## config.mk

```make
export PLATFORM = sky130hd
export DESIGN_NAME = operand_scoreboard
export DESIGN_NICKNAME = d
export VERILOG_FILES = /design/src/rtl/operand_scoreboard.sv
export SDC_FILE = /design/constraint.sdc
export NUM_CORES = 2
export LEC_CHECK = 0
export CORE_MARGIN = 1
export CORE_UTILIZATION = 55
export CTS_CLUSTER_DIAMETER = 30
export DETAILED_ROUTE_END_ITERATION = 7
export GPL_ROUTABILITY_DRIVEN = 0
export PLACE_DENSITY = 0.73
export SLEW_MARGIN = 20
export SYNTH_ARGS = -nofsm -noshare
export SYNTH_HDL_FRONTEND = slang
export SYNTH_SLANG_ARGS = --single-unit
```

## constraint.sdc

```tcl
create_clock -name clk -period 5.1 [get_ports clk]
set_clock_uncertainty 0.15 [all_clocks]
set_input_delay 1.02 -clock clk [delete_from_list [all_inputs] [get_ports clk]]
set_output_delay 1.02 -clock clk [all_outputs]
set_load 0.1 [all_outputs]
```

## src/rtl/operand_scoreboard.sv

```systemverilog
// Register file with per-register pending-write counters and operand forwarding for an in-order issue stage.
// Operand resolve and issue_ready_o are combinational (0 cycles); issue stalls on hazard, counter saturation or flush.
module operand_scoreboard #(
  parameter int NREG     = 32,
  parameter int DW       = 32,
  parameter int NRD      = 2,
  parameter int NFWD     = 3,
  parameter int MAX_PEND = 3,
  localparam int AW      = $clog2(NREG),
  localparam int CW      = $clog2(MAX_PEND + 1)
) (
  input  logic                 clk,
  input  logic                 rst,
  input  logic                 issue_valid_i,
  input  logic                 issue_we_i,
  input  logic [AW-1:0]        issue_waddr_i,
  output logic                 issue_ready_o,
  input  logic [NRD-1:0]       rd_en_i,
  input  logic [NRD*AW-1:0]    raddr_i,
  output logic [NRD*DW-1:0]    rdata_o,
  input  logic [NFWD-1:0]      fwd_we_i,
  input  logic [NFWD-1:0]      fwd_valid_i,
  input  logic [NFWD*AW-1:0]   fwd_waddr_i,
  input  logic [NFWD*DW-1:0]   fwd_wdata_i,
  input  logic                 wb_we_i,
  input  logic [AW-1:0]        wb_waddr_i,
  input  logic [DW-1:0]        wb_wdata_i,
  input  logic                 flush_i,
  output logic [NREG-1:0]      busy_o,
  output logic                 err_o
);

  logic [DW-1:0] regs [NREG];
  logic [CW-1:0] pend [NREG];
  logic [NRD-1:0] hz;
  logic [NREG-1:0] inc_hit;
  logic [NREG-1:0] dec_hit;
  logic sat;
  logic accept_we;
  logic wb_dec;
  logic underflow;

  always_comb begin
    for (int r = 0; r < NREG; r++) begin
      busy_o[r] = (pend[r] != '0);
    end
  end

  // Operand resolution: youngest forwarding stage wins, then the commit port, then the array.
  always_comb begin
    logic [AW-1:0] a;
    logic          hit;
    rdata_o = '0;
    hz      = '0;
    for (int k = 0; k < NRD; k++) begin
      a   = raddr_i[k*AW +: AW];
      hit = 1'b0;
      if (rd_en_i[k] && a != '0) begin
        for (int s = 0; s < NFWD; s++) begin
          if (!hit && fwd_we_i[s] && fwd_waddr_i[s*AW +: AW] == a) begin
            hit = 1'b1;
            if (fwd_valid_i[s]) begin
              rdata_o[k*DW +: DW] = fwd_wdata_i[s*DW +: DW];
            end else begin
              hz[k] = 1'b1;
            end
          end
        end
        if (!hit) begin
          if (wb_we_i && wb_waddr_i == a) begin
            rdata_o[k*DW +: DW] = wb_wdata_i;
          end else begin
            rdata_o[k*DW +: DW] = regs[a];
            hz[k] = (pend[a] != '0);
          end
        end
      end
    end
  end

  always_comb begin
    sat           = issue_we_i && issue_waddr_i != '0 && pend[issue_waddr_i] == CW'(MAX_PEND);
    issue_ready_o = rst && !flush_i && !(|hz) && !sat;
    accept_we     = issue_valid_i && issue_ready_o && issue_we_i && issue_waddr_i != '0;
    wb_dec        = wb_we_i && wb_waddr_i != '0;
    for (int r = 0; r < NREG; r++) begin
      inc_hit[r] = accept_we && issue_waddr_i == AW'(r);
      dec_hit[r] = wb_dec && wb_waddr_i == AW'(r);
    end
    // A same-cycle increment cancels the decrement, so it cannot underflow.
    underflow = wb_dec && pend[wb_waddr_i] == '0 && !(accept_we && issue_waddr_i == wb_waddr_i);
  end

  always_ff @(posedge clk or negedge rst) begin
    if (!rst) begin
      for (int r = 0; r < NREG; r++) begin
        regs[r] <= '0;
        pend[r] <= '0;
      end
      err_o <= 1'b0;
    end else begin
      if (wb_dec) begin
        regs[wb_waddr_i] <= wb_wdata_i;
      end
      if (underflow) begin
        err_o <= 1'b1;
      end
      for (int r = 1; r < NREG; r++) begin
        if (flush_i) begin
          pend[r] <= '0;
        end else if (inc_hit[r] && !dec_hit[r]) begin
          pend[r] <= pend[r] + 1'b1;
        end else if (dec_hit[r] && !inc_hit[r] && pend[r] != '0) begin
          pend[r] <= pend[r] - 1'b1;
        end
      end
    end
  end

endmodule

```

# == Word level (Yosys, flattened, before mapping) ==
# Index checks and enable logic that the tools add are counted.
# Widths: inputs -> output; s select.
# word_totals
out_inout_bits,98
input_bits,177
regBits,1087
word_cells,690
# classes
n_mux,160
reduce_logical,323
n_lt_le_gt_ge,5
eq_ne,72
add_sub_neg,62
n_bitwise,4
# ops
op,n
$bwmux 1024,1
$mux 32,22
$bmux 32 s5,2
$mux 2,101
$logic_and 1x1->1,182
$demux 32 s5,1
$eq 5x5->1 const B,32
$reduce_bool 3->1,31
$eq 5x4->1 const B,16
$logic_not 1->1,70
$reduce_bool 2->1,34
$add 2x1->2 const B,31
$sub 2x1->2 const B,31
$eq 5x5->1,9
$bmux 2 s5,4
$eq 5x3->1 const B,8
$mux 1,29
$ge 6x6->1 const B,4
$not 5->6,4
$eq 5x2->1 const B,4
$reduce_bool 5->1,4
$eq 5x1->1 const B,2
$lt 6x1->1 const B,1
$eq 2x2->1 const B,1
other kinds (2),2

# == Depth between registers and ports, before layout ==
# logic_depth
depth_word,30
depth_mapped,13
depth_no_buf,9

# == Least setup slack after synthesis ==
# OpenSTA, ideal clock, no wires.
# synth_path
kind,in2out
from,input port raddr_i[0]
to,output port rdata_o[19]
t_required_ns,3.930
arrival_time_ns,5.149
path_stages,10
setup_slack_ns,-1.219
n_path_buf,4
path_cell_list,buf_4 -> buf_6 -> clkbuf_1 -> buf_1 -> mux4_2 -> mux4_2 -> mux2i_1 -> nand2_1 -> o21ai_0 -> a211oi_1
# synth_between
elab_chain_cells,16
word_cells_on_any_way,32
cone_classes,eq/ne: 4; mux: 17; bitwise: 1; reduce/logical: 10
# synth_lines
element,line_no,text
from (decl),19,"input logic [NRD*AW-1:0] raddr_i,"
$eq 5x5->1,60,if (!hit && fwd_we_i[s] && fwd_waddr_i[s*AW +: AW] == a) begin
$logic_and 1x1->1,60,
$mux 1,60,
$mux 1,58,if (rd_en_i[k] && a != '0) begin
$logic_not 1->1,60,
$logic_and 1x1->1 (2 in series),60,
$mux 1,60,
$mux 1,58,
$logic_not 1->1,60,
$logic_and 1x1->1 (2 in series),60,
$mux 1,60,
$mux 1,58,
$mux 32,69,if (!hit) begin
$mux 32 *,58,
to (decl),20,"output logic [NRD*DW-1:0] rdata_o,"
# Mark *: on every way between the ends. The rest lies on a longest branch, timed or not. The select of a mux whose other input is x is not followed.

# == Worst setup path after layout ==
# layout_path
from,input port raddr_i[6]
to,output port rdata_o[46]
# The elaborated chain is that of the path after synthesis.

==> metrics.txt <==
element type at the critical path end=primary output; metal2 WL=98900 um; M1 WL=77300 um; Max rail drop VDD=0.388 mV; Post-synth ARST share=100%; worst setup margin=20.8 ps; R2R depth=9; total gr overflow=0; Mapped Area=62200 um^2; minimum clock period=5080 ps; CP startpoint kind=primary input; clock share of power=45.2%; sw power=9.70 mW; Port Buffers=273; Nets=5421; period utilization=99.6%; fraction of layout cells with a size suffix above 1=41.0%; largest family of logic cells by synthesized area=multiplexers; Synth Area in XOR/XNOR=0.887%; sw frac=28.8%; H-tree levels=4; Relative slew margins=27.2%; Root Buffer=clkbuf_16; Hold Slack=241 ps; I/O Pins=275; Iteration-0 DRC Markers=6696; WHS Path Cells=0; Post-synth EDFFs=0; final hold vios=0; initial antenna violation count=9; hold path startpoint=regs[996]$_DFFE_PN0P_; post-place instance area=69200 um^2; post-synthesis cell count=4983; CP Data Arrival Time=3910 ps; clk sinks=1087; met3 routed WL=30700 um; Slew Viols, Final=0; drt total wl=222000 um; WS Path Type=primary input to primary output; CTS tree=built; crit-path max FO=38; Worst-path clk slew=50 ps; # rows=122; worst skew pair latency=820 ps; Netlist cell types=72; critical path required time=3930 ps; first-pass GRT wire length=329000 um; Die X=338 um; Synth Area per Inst=12.5 um^2; vias in the first global route=50053; Hold/Removal Path Class=register to register; Yosys warning total=2; Area Overhead vs Synth=24.3%; antenna-violating nets left=0; Worst Tran Pin Value=1090 ps; Reg2Reg Setup Slack=950 ps; GRT Total Usage=39.0%; Post-Synth Adder-Cell Area=0%; post-synthesis register bit count=1087; area of the multi-input gates=33500 um^2; r2r startpoint=pend[32]$_DFFE_PN0P_; R2R Path End=pend[18]$_DFFE_PN0P_; register area=27200 um^2; Maximum Capacitance Violations=0; Seq pwr share=33.8%; Initial Util=55.8%; largest net degree at the start of global routing=187; die area=114000 um^2; Max Root-Sink Buffers=3; simple logic cell fraction of the synthesized area=9.60%; Fillers=7245; core area=111000 um^2; PwrDens=436 nW/um^2; via count=48952; Setup Buffers After CTS=0; hpwl dp=132000 um; DRC=0; Synth Flop Type=dfrtp_1; Place WS=10.3 ps; Combinational Power Share=21.0%; multiplexer area fraction after synthesis=37.5%; Post-Syn Nets=5160; sequential-to-total area share from yosys stat=43.7%; Lkg Pwr=34.2 nW; Synth Area in Compound Gates=4.56%; run status=completed; final instance area=77300 um^2; Max Clock Freq=197 MHz; Hold EP=regs[996]$_DFFE_PN0P_; clock buffer count from CTS=223; endpoints failing setup=0; 1st-pass router iterations=6; vias per cell=7.07; Avg WL per Cell=32.0 um; DR top layer=met5; Die H=338 um; internal power=24.0 mW
worst max-delay path by stage:
stage,start,to,cells after the start
after floorplan,raddr_i[0],rdata_o[19],10
after global placement,wb_waddr_i[1],rdata_o[49],8
after detailed placement,wb_waddr_i[2],rdata_o[14],10
after CTS,wb_waddr_i[2],rdata_o[11],10
after global routing,issue_waddr_i[0],issue_ready_o,10
final,raddr_i[6],rdata_o[46],11
cells in the mapped netlist (all sizes together), types with 3 or more instances:
| cell | number | share of area, % |
|---|---|---|
| nand4b | 11 | 0.15 |
| nand3b | 4 | 0.048 |
| a32oi | 9 | 0.13 |
| a21oi | 75 | 0.60 |
| nand4 | 5 | 0.050 |
| nor3 | 25 | 0.22 |
| buf | 125 | 0.95 |
| clkbuf | 406 | 2.5 |
| nand3 | 44 | 0.35 |
| a221oi | 45 | 0.63 |
| or3 | 12 | 0.13 |
| a32o | 12 | 0.19 |
| xor2 | 37 | 0.52 |
| nor4 | 17 | 0.22 |
| mux4 | 668 | 24 |
| nor3b | 13 | 0.16 |
| nor2 | 91 | 0.55 |
| nand2 | 1131 | 6.8 |
| nand2b | 12 | 0.12 |
| xnor2 | 26 | 0.37 |
| dfrtp | 1087 | 44 |
| or2 | 4 | 0.040 |
| o22ai | 16 | 0.16 |
| nor2b | 15 | 0.15 |
| o2111ai | 3 | 0.070 |
| o31ai | 7 | 0.085 |
| o21bai | 7 | 0.085 |
| a311oi | 6 | 0.085 |
| o311a | 10 | 0.16 |
| mux2 | 678 | 12 |
| a211oi | 30 | 0.36 |
| inv | 41 | 0.25 |
| mux2i | 66 | 1.1 |
| a2111oi | 4 | 0.056 |
| a22oi | 22 | 0.27 |
| a221o | 7 | 0.11 |
| o211ai | 28 | 0.34 |
| o32ai | 4 | 0.056 |
| o21ai | 82 | 0.67 |
| and2 | 12 | 0.12 |
| or4 | 19 | 0.24 |
| and3 | 19 | 0.19 |
| a31oi | 28 | 0.28 |
power by group through the flow:
stage / Clock (mW) / Combinational [mW] / Sequential (mW)
after floorplan: 0 / 4.77 / 11.0
after global placement: 0 / 6.72 / 11.2
after detailed placement: 0 / 6.88 / 11.4
after CTS: 15.3 / 6.97 / 11.3
after global routing: 15.7 / 7.41 / 11.5
final: 15.2 / 7.07 / 11.4
cell type report:
class | instances | share of cell area (%)
antenna | 6 | 0.0194
clock buffer | 289 | 8.00
clock inverter | 126 | 2.38
inverter | 42 | 0.204
multi-input combinational | 3323 | 43.4
sequential | 1087 | 35.2
tap | 1488 | 2.41
timing repair buffer | 567 | 8.36
stage by stage:
step | std cells | TNS [ps] | power [mW] | utilization [%]
after detailed placement | 6505 | 0 | 18.2 | 62.1
final | 6928 | 0 | 33.7 | 69.3
after CTS | 6921 | 0 | 33.5 | 69.3
after global placement | 6505 | 0 | 17.9 | 62.1
after global routing | 6927 | -21.4 | 34.6 | 69.3
after floorplan | 4983 | -1850 | 15.7 | -
worst max-delay path, cell delays in order:
cell and delay [ps]:
buf_8 270, buf_12 300, buf_4 240, mux4_2 300, mux4_2 520, mux2i_1 170
buf_4 140, nand2_1 60, o21ai_0 370, a211oi_2 200, buf_12 210
sequential cells by signal (all words and copies together) (netlist names):
| register | count |
|---|---|
| pend | 62 |
| regs | 1024 |
| err_o | 1 |
metal layers:
| metal | vias up | global-route usage, % |
|---|---|---|
| met5 | - | 0 |
| met4 | 8 | 23.2 |
| met3 | 902 | 14.0 |
| met2 | 3860 | 57.3 |
| met1 | 25091 | 49.8 |
| li1 | 19091 | - |
kinds of logic after synthesis:
| group | Yosys count |
|---|---|
| xor gates and xnor gates | 63 |
| DFF | 1087 |
| muxes | 1412 |
| AOI/OAI and AO/OA | 410 |
| other | 1 |
| buffers and inverters | 573 |
| and+or+nand+nor | 1437 |
repair_timing:
| action | CTS | global route |
|---|---|---|
| setup endpoints to repair | 1 | 28 |
| hold buffers | 1 | 0 |
| resized for setup | 1 | 12 |
| endpoints found under the hold margin | 26 | 0 |
| pin swaps | 0 | 0 |
placed cells by master (no fill, tap or decap), types with 18 or more instances in the layout:
cell type	n
clkinvlp_4	20
bufinv_16	30
xor2_1	37
or4_1	18
mux4_2	668
clkdlybuf4s50_1	195
a22oi_1	22
clkbuf_16	223
clkbuf_8	35
buf_12	130
clkbuf_1	31
buf_4	228
inv_1	41
a21oi_1	63
nand2_2	20
o21ai_0	74
nor3_1	22
o211ai_1	28
mux2i_1	66
dfrtp_1	1087
clkinv_2	30
nand3_1	40
mux2_2	677
nor2_1	80
a31oi_1	19
xnor2_1	26
a221oi_1	26
nand2_1	1105
Power figures use the tool's default switching activity.
